## config.mk

```make
export PLATFORM = sky130hd
export DESIGN_NAME = line_window_stream
export DESIGN_NICKNAME = d
export VERILOG_FILES = /design/src/rtl/line_window_stream.sv
export SDC_FILE = /design/constraint.sdc
export NUM_CORES = 2
export LEC_CHECK = 0
export ABC_AREA = 1
export CORE_MARGIN = 2
export CORE_UTILIZATION = 34
export CTS_BUF_LIST = sky130_fd_sc_hd__clkbuf_8
export DETAILED_ROUTE_END_ITERATION = 8
export HOLD_SLACK_MARGIN = 0.15
export SLEW_MARGIN = 5
export SYNTH_ARGS = -nofsm -noshare
export SYNTH_HDL_FRONTEND = slang
export SYNTH_SLANG_ARGS = --single-unit
export TNS_END_PERCENT = 20
```

## constraint.sdc

```tcl
create_clock -name clk -period 5.9 [get_ports clk]
set_input_delay 0.59 -clock clk [delete_from_list [all_inputs] [get_ports clk]]
set_output_delay 0.59 -clock clk [all_outputs]
set_load 0.05 [all_outputs]
```

## src/rtl/line_window_stream.sv

```systemverilog
`default_nettype none
// ============================================================================
// Module   : line_window_stream
// Function : Buffers ROWS image rows from a pixel stream and presents a
//            sliding ROWS x WIN window; a staging row prefetches the next row.
// Revision : 1.0 - initial release
// ============================================================================
module line_window_stream #(
    parameter int PIXEL_W = 24,
    parameter int ROWS    = 3,
    parameter int WIN     = 3,
    parameter int COLS    = 8
) (
    input  logic                         clk,
    input  logic                         n_rst,
    input  logic                         flush,
    input  logic                         start_prime,
    input  logic                         start_row,
    input  logic [PIXEL_W-1:0]           in_data,
    input  logic                         in_valid,
    output logic                         in_ready,
    input  logic                         win_advance,
    output logic [ROWS*WIN*PIXEL_W-1:0]  window_data,
    output logic                         window_valid,
    output logic [$clog2(COLS)-1:0]      window_col,
    output logic                         last_window,
    output logic                         load_done,
    output logic                         busy
);

    localparam int NWIN = COLS - WIN + 1;
    localparam int CW   = $clog2(COLS);
    localparam int RPW  = $clog2(ROWS + 1);

    typedef enum logic [1:0] {
        L_IDLE = 2'd0,
        L_FILL = 2'd1,
        L_FULL = 2'd2
    } load_state_t;

    typedef enum logic {
        W_IDLE   = 1'b0,
        W_ACTIVE = 1'b1
    } win_state_t;

    load_state_t      r_lstate, w_lstate_nxt;
    win_state_t       r_wstate, w_wstate_nxt;
    logic [CW-1:0]    r_beat_cnt, w_beat_cnt_nxt;
    logic [RPW-1:0]   r_rows_pending, w_rows_pending_nxt;
    logic [CW-1:0]    r_col, w_col_nxt;
    logic             r_load_done;
    logic             w_beat;
    logic             w_commit;
    logic             w_commit_last;

    logic [PIXEL_W-1:0] r_line    [ROWS][COLS];
    logic [PIXEL_W-1:0] r_staging [COLS];

    always_comb begin
        w_lstate_nxt       = r_lstate;
        w_wstate_nxt       = r_wstate;
        w_beat_cnt_nxt     = r_beat_cnt;
        w_rows_pending_nxt = r_rows_pending;
        w_col_nxt          = r_col;
        w_beat             = 1'b0;
        w_commit           = 1'b0;
        w_commit_last      = 1'b0;

        case (r_lstate)
            L_IDLE: begin
                if (start_prime) begin
                    w_lstate_nxt       = L_FILL;
                    w_rows_pending_nxt = RPW'(ROWS);
                end else if (start_row) begin
                    w_lstate_nxt       = L_FILL;
                    w_rows_pending_nxt = RPW'(1);
                end
            end
            L_FILL: begin
                if (in_valid) begin
                    w_beat = 1'b1;
                    if (r_beat_cnt == CW'(COLS - 1)) begin
                        w_lstate_nxt   = L_FULL;
                        w_beat_cnt_nxt = '0;
                    end else begin
                        w_beat_cnt_nxt = r_beat_cnt + 1'b1;
                    end
                end
            end
            L_FULL: begin
                // Holding here while windows are consumed is the prefetch.
                if (r_wstate == W_IDLE) begin
                    w_commit           = 1'b1;
                    w_rows_pending_nxt = r_rows_pending - 1'b1;
                    if (r_rows_pending == RPW'(1)) begin
                        w_commit_last = 1'b1;
                        w_lstate_nxt  = L_IDLE;
                    end else begin
                        w_lstate_nxt  = L_FILL;
                    end
                end
            end
            default: w_lstate_nxt = L_IDLE;
        endcase

        case (r_wstate)
            W_IDLE: begin
                if (w_commit_last) begin
                    w_wstate_nxt = W_ACTIVE;
                    w_col_nxt    = '0;
                end
            end
            W_ACTIVE: begin
                if (win_advance) begin
                    if (r_col == CW'(NWIN - 1)) begin
                        w_wstate_nxt = W_IDLE;
                        w_col_nxt    = '0;
                    end else begin
                        w_col_nxt    = r_col + 1'b1;
                    end
                end
            end
            default: w_wstate_nxt = W_IDLE;
        endcase
    end

    always_ff @(posedge clk or negedge n_rst) begin
        if (!n_rst) begin
            r_lstate       <= L_IDLE;
            r_wstate       <= W_IDLE;
            r_beat_cnt     <= '0;
            r_rows_pending <= '0;
            r_col          <= '0;
            r_load_done    <= 1'b0;
        end else if (flush) begin
            r_lstate       <= L_IDLE;
            r_wstate       <= W_IDLE;
            r_beat_cnt     <= '0;
            r_rows_pending <= '0;
            r_col          <= '0;
            r_load_done    <= 1'b0;
        end else begin
            r_lstate       <= w_lstate_nxt;
            r_wstate       <= w_wstate_nxt;
            r_beat_cnt     <= w_beat_cnt_nxt;
            r_rows_pending <= w_rows_pending_nxt;
            r_col          <= w_col_nxt;
            r_load_done    <= w_commit_last;
        end
    end

    always_ff @(posedge clk or negedge n_rst) begin
        if (!n_rst) begin
            for (int r = 0; r < ROWS; r++) begin
                for (int c = 0; c < COLS; c++) begin
                    r_line[r][c] <= '0;
                end
            end
            for (int c = 0; c < COLS; c++) begin
                r_staging[c] <= '0;
            end
        end else if (flush) begin
            for (int r = 0; r < ROWS; r++) begin
                for (int c = 0; c < COLS; c++) begin
                    r_line[r][c] <= '0;
                end
            end
            for (int c = 0; c < COLS; c++) begin
                r_staging[c] <= '0;
            end
        end else begin
            if (w_beat) begin
                r_staging[r_beat_cnt] <= in_data;
            end
            if (w_commit) begin
                for (int r = 0; r < ROWS - 1; r++) begin
                    r_line[r] <= r_line[r + 1];
                end
                r_line[ROWS - 1] <= r_staging;
            end
        end
    end

    for (genvar r = 0; r < ROWS; r++) begin : g_row
        for (genvar k = 0; k < WIN; k++) begin : g_tap
            logic [CW-1:0] w_sel;
            assign w_sel = r_col + CW'(k);
            assign window_data[((r * WIN) + k) * PIXEL_W +: PIXEL_W] = r_line[r][w_sel];
        end
    end

    assign in_ready     = (r_lstate == L_FILL);
    assign window_valid = (r_wstate == W_ACTIVE);
    assign window_col   = r_col;
    assign last_window  = (r_wstate == W_ACTIVE) && (r_col == CW'(NWIN - 1));
    assign load_done    = r_load_done;
    assign busy         = (r_lstate != L_IDLE) || (r_wstate == W_ACTIVE);

endmodule
`default_nettype wire

```

-- Word level (Yosys, flattened, before mapping)
Index checks and enable logic that the tools add are counted.
- bitwise gates (word level): 5
- reductions and logical operators: 14
- $add $sub $neg: 4
- order comparisons: 5
- mux-type cells: 68
- equal/unequal tests: 11
- operators by type and width (operator ; count):
    $mux 576 ; 2
    $bmux 24 s3 ; 9
    $mux 24 ; 19
    $mux 192 ; 2
    $bwmux 192 ; 1
    $demux 24 s3 ; 1
    $mux 3 ; 8
    $mux 2 ; 9
    $ge 4x4->1 const B ; 4
    $not 3->4 ; 4
    $mux 1 ; 13
    $ne 3x3->1 const B ; 4
    $reduce_bool 2->1 ; 5
    $add 3x1->3 const B ; 2
    $eq 3x3->1 const B ; 2
    $pmux 2 s3 ; 1
    $pmux 3 s2 ; 1
    $eq 2x1->1 const B ; 2
    $lt 4x1->1 const B ; 1
    $ne 4x4->1 const B ; 1
    $pmux 2 s2 ; 1
    $reduce_and 2->1 ; 2
    $reduce_and 4->1 ; 1
    $add 3x2->3 const B ; 1
    other kinds (10) ; 11
- output and inout bits: 224
- flip-flop bits (word level): 780
- logic and storage cells: 145
- bits of input ports: 31

-- Depth between registers and ports, before layout
- depth after elaboration: 8
- gate-level depth with buffers: 10

-- Least setup slack after synthesis
OpenSTA, ideal clock, no wires.
- path type: register to output
- start: reg r_col[1], in the netlist window_col[1]
- end: out window_data[100]
- required time: 5.310 ns
- arrival time: 2.411 ns
- stages on the path, launching flop included: 10
- path slack: 2.899 ns
- cells stage by stage: dfrtp_1 > inv_2 > ha_1 > buf_2 > buf_2 > buf_1 > o211ai_1 > nand2_1 > nand2_1 > nand2_1
- cells in the longest elaborated chain, start to end: 5
- RTL lines (what ; line ; source):
    start: declaration ; 50 ; logic [CW-1:0] r_col, w_col_nxt;
    start signal: assignment ; 147 ; r_col <= w_col_nxt;
    $add 3x1->3 ; 187 ; assign w_sel = r_col + CW'(k);
    $not 3->4 (implied by the code) ; 188 ; assign window_data[((r * WIN) + k) * PIXEL_W +: PIXEL_W] = r_line[r][w_sel];
    $bmux 24 s3 ; 188 ;
    $mux 24 (implied by the code) (2 in series) ; 188 ;
    end: declaration ; 23 ; output logic [ROWS*WIN*PIXEL_W-1:0] window_data,
No other way between the ends. The select of a mux whose other input is x is not followed.

-- Worst setup path in the final report
- start: reg r_col[1], in the netlist window_col[1]
- end: out window_data[42]
Same word-level chain as after synthesis.

==> impl_metrics.tcl <==
set metrics [dict create \
    synth_cell_types 25 \
    timing.critical_path.buf_inv 4 \
    report.final.setup_viol 0 \
    gp_routability_congestion 0.877 \
    timing.reg2reg.worst_path_depth 7 \
    worstPathCellList "inv_2 -> ha_4 -> clkinv_2 -> buf_4 -> o211ai_1 -> nand2_1 -> nand2_1 -> nand2_1 -> clkdlybuf4s50_1" \
    via_count_of_the_first_global_routing_pass 37402 \
    groute.usage.overall_pct 27.2 \
    syn-cell-area_mm2 0.0426 \
    kind_of_end_point_of_the_critical_path "output pin" \
    vdd_drop_max_v 0.000201 \
    worst_slew_pin_slew_ns 1.28 \
    cts_tree "built" \
    final.setup.tns_ns 0 \
    wire_per_inst_um 23.3 \
    drv_slew 0 \
    dieArea_mm2 0.128 \
    antenna_found_initial 14 \
    critPathKind "flip-flop to output pin" \
    finalNetCount 5930 \
    synth_warnings 0 \
    grt_setup_unrepaired "false" \
    critPathLaunchType "flip-flop" \
    numClockSinks 780 \
    clkSlewWorstSetupHoldPaths_ns 0.06 \
    whs_ns 0.307 \
    htreeDepth 4 \
    coreArea_mm2 0.124 \
    drc 0 \
    postSynthNetCount 5941 \
    cts.path.max_buffers 3 \
    final_antenna_net_count 0 \
    cp_slowest_stage_delay_ns 0.81 \
    vias_per_cell 5.56 \
    critPathTopFamily "buffers and inverters" \
    drt_first_iter_violations 6559 \
    hold_removal_path_class "input pin to asynchronous set/reset pin" \
    area_delta_synth_final_pct 13.9 \
    cp.arrival_ns 4.77 \
    cellLeakagePower_nw 21.0 \
    floorplan.initialDensity_pct 34.4 \
    layout_worst_path_cycle_share_pct 90.8 \
    synth-seq-area-share_pct 45.8 \
    floorplan.io_pins 255 \
    power.density_cell_area_mw_per_mm2 249 \
    final.fill_count 12886 \
    die_w_um 358 \
    cts.repair.resized 0 \
    dp_hpwl_mm 115 \
    io_buffer_count 254 \
    tmin_final_ns 5.36 \
    grt_max_degree 240 \
    slew_headroom_pct 14.4 \
    mostFrequentLayoutCells "2017 x sky130_fd_sc_hd__nand2_1, 908 x sky130_fd_sc_hd__o21ai_0, 779 x sky130_fd_sc_hd__dfrtp_1, 623 x sky130_fd_sc_hd__nand3_1, 528 x sky130_fd_sc_hd__inv_1" \
    outcome "complete, no violations" \
    cp.depth 9 \
    clock_tree.root_cell "sky130_fd_sc_hd__clkbuf_8" \
    yosys_register_bits 780 \
    grt_pass1_wl_mm 259 \
    overflow 0 \
    critical_path_peak_fanout 28 \
    cp.required_ns 5.31 \
    final_hold_viol_count 0 \
    floorplan.die.height_um 358 \
    wirelength_mm 178 \
    gate_count_after_technology_mapping 5905 \
    num_rows 129 \
    tritoncts.num_buffers 139 \
    layout.cells.most_common "sky130_fd_sc_hd__nand2_1" \
    syn_area_per_cell_um2 7.22 \
    path_common_cell "sky130_fd_sc_hd__nand2_1" \
    clk_latency_ns 0.83 \
    drive_above_1_share_pct 4.93 \
    maxCapViolCount 0 \
    achievable-frequency_mhz 187 \
    crit_slowest_cell "sky130_fd_sc_hd__clkdlybuf4s50_1" \
    drt-pass1-iter-count 8 \
    worst_clock_skew_ns 0.0248 \
    vias 42446 \
]
## cells by family (layout without fill, tap and decap cells)
family,count (synthesis),count (layout),synth area share (%)
buffers and inverters,976,1060,9.63
flip-flops,780,780,45.8
AO/OA/AOI/OAI,1293,1293,16.5
XOR/XNOR,1,1,0.0205
AND/OR/NAND/NOR,2850,2850,27.9
other,0,7,0
adder cells (fa/ha/maj),5,5,0.147
## per-stage QoR
step                total power (W)  cells  area (um^2)  utilization, %  setup slack [ns]
global route                 0.0125   7628        48600            39.1             0.461
global placement            0.00710   7389        45900            37.0              1.49
detailed placement          0.00711   7389        45900            37.0              1.45
finish                       0.0121   7633        48600            39.1             0.542
floorplan                   0.00657   5905        42600               -              2.90
CTS                          0.0121   7626        48600            39.1             0.589
## flip-flops by register name, summed over array words and instances (netlist names)
| name | count |
|---|---|
| window_col | 3 |
| r_staging | 192 |
| load_done | 1 |
| r_line | 576 |
| r_rows_pending | 2 |
| r_lstate | 2 |
| r_beat_cnt | 3 |
| window_valid | 1 |
## final timing paths
path	from	to	slack [ns]
worst max-delay path	window_col[1]	window_data[42]	0.54
worst max register to register	r_lstate[0]	r_line[369]	2.74
max in group asynchronous	n_rst	r_line[259]	4.19
worst min-delay path	n_rst	r_line[561]	0.31
min in group clk	r_staging[164]	r_staging[164]	0.47
worst min register to register	r_staging[164]	r_staging[164]	0.47
## synth_stat cells
library cell | n | area [um^2]
sky130_fd_sc_hd__nand2_1 | 2020 | 7580
sky130_fd_sc_hd__o21ai_0 | 908 | 4540
sky130_fd_sc_hd__dfrtp_1 | 780 | 19500
sky130_fd_sc_hd__nand3_1 | 623 | 3120
sky130_fd_sc_hd__inv_1 | 486 | 1820
sky130_fd_sc_hd__o211ai_1 | 216 | 1620
sky130_fd_sc_hd__buf_2 | 191 | 956
sky130_fd_sc_hd__clkbuf_1 | 182 | 683
sky130_fd_sc_hd__nand4_1 | 148 | 926
sky130_fd_sc_hd__a21oi_1 | 125 | 626
sky130_fd_sc_hd__buf_1 | 62 | 233
sky130_fd_sc_hd__nor2_1 | 46 | 173
sky130_fd_sc_hd__buf_4 | 40 | 300
sky130_fd_sc_hd__o22ai_1 | 22 | 138
sky130_fd_sc_hd__o21ai_1 | 21 | 105
sky130_fd_sc_hd__inv_2 | 8 | 30.0
sky130_fd_sc_hd__buf_6 | 7 | 78.8
sky130_fd_sc_hd__ha_1 | 5 | 62.6
sky130_fd_sc_hd__nor2_2 | 4 | 25.0
sky130_fd_sc_hd__nor2_4 | 4 | 45.0
sky130_fd_sc_hd__nand2_2 | 3 | 18.8
sky130_fd_sc_hd__nor3_1 | 1 | 5.00
sky130_fd_sc_hd__nor3_2 | 1 | 10.0
sky130_fd_sc_hd__o21ai_2 | 1 | 8.76
sky130_fd_sc_hd__xnor2_1 | 1 | 8.76
## final cells by class
type	count	area (um^2)	share of cell area [%]
Antenna cell	7	17.5	0.0361
Inverter	494	1870	3.84
Tap cell	1637	2050	4.22
Sequential cell	780	19500	40.2
Clock buffer	175	2410	4.96
Multi-Input combinational cell	4149	19100	39.3
Clock inverter	61	275	0.567
Timing Repair Buffer	330	3370	6.94
## routing by layer
metal / wire length [um] / vias to the layer above / share of wire (%) / global-route usage (%)
li1: - / 19388 / - / -
met1: 80700 / 20258 / 45 / 41.9
met2: 67200 / 2477 / 38 / 34.9
met3: 23600 / 315 / 13 / 8.66
met4: 6540 / 8 / 3.7 / 9.64
met5: 55 / - / 0.031 / 0
## report_power, final
part           total (W)  switching (W)  internal (W)  leakage (nW)
registers        0.00553      0.0000803       0.00545          10.9
logic            0.00152        0.00122      0.000302          8.56
clock network    0.00507        0.00242       0.00265          1.55
## what timing repair did
| action | CTS | global route |
|---|---|---|
| endpoints found under the hold margin | 57 | 0 |
| hold buffers | 1 | 0 |
| setup buffers | 0 | 0 |
Power figures use the tool's default switching activity.
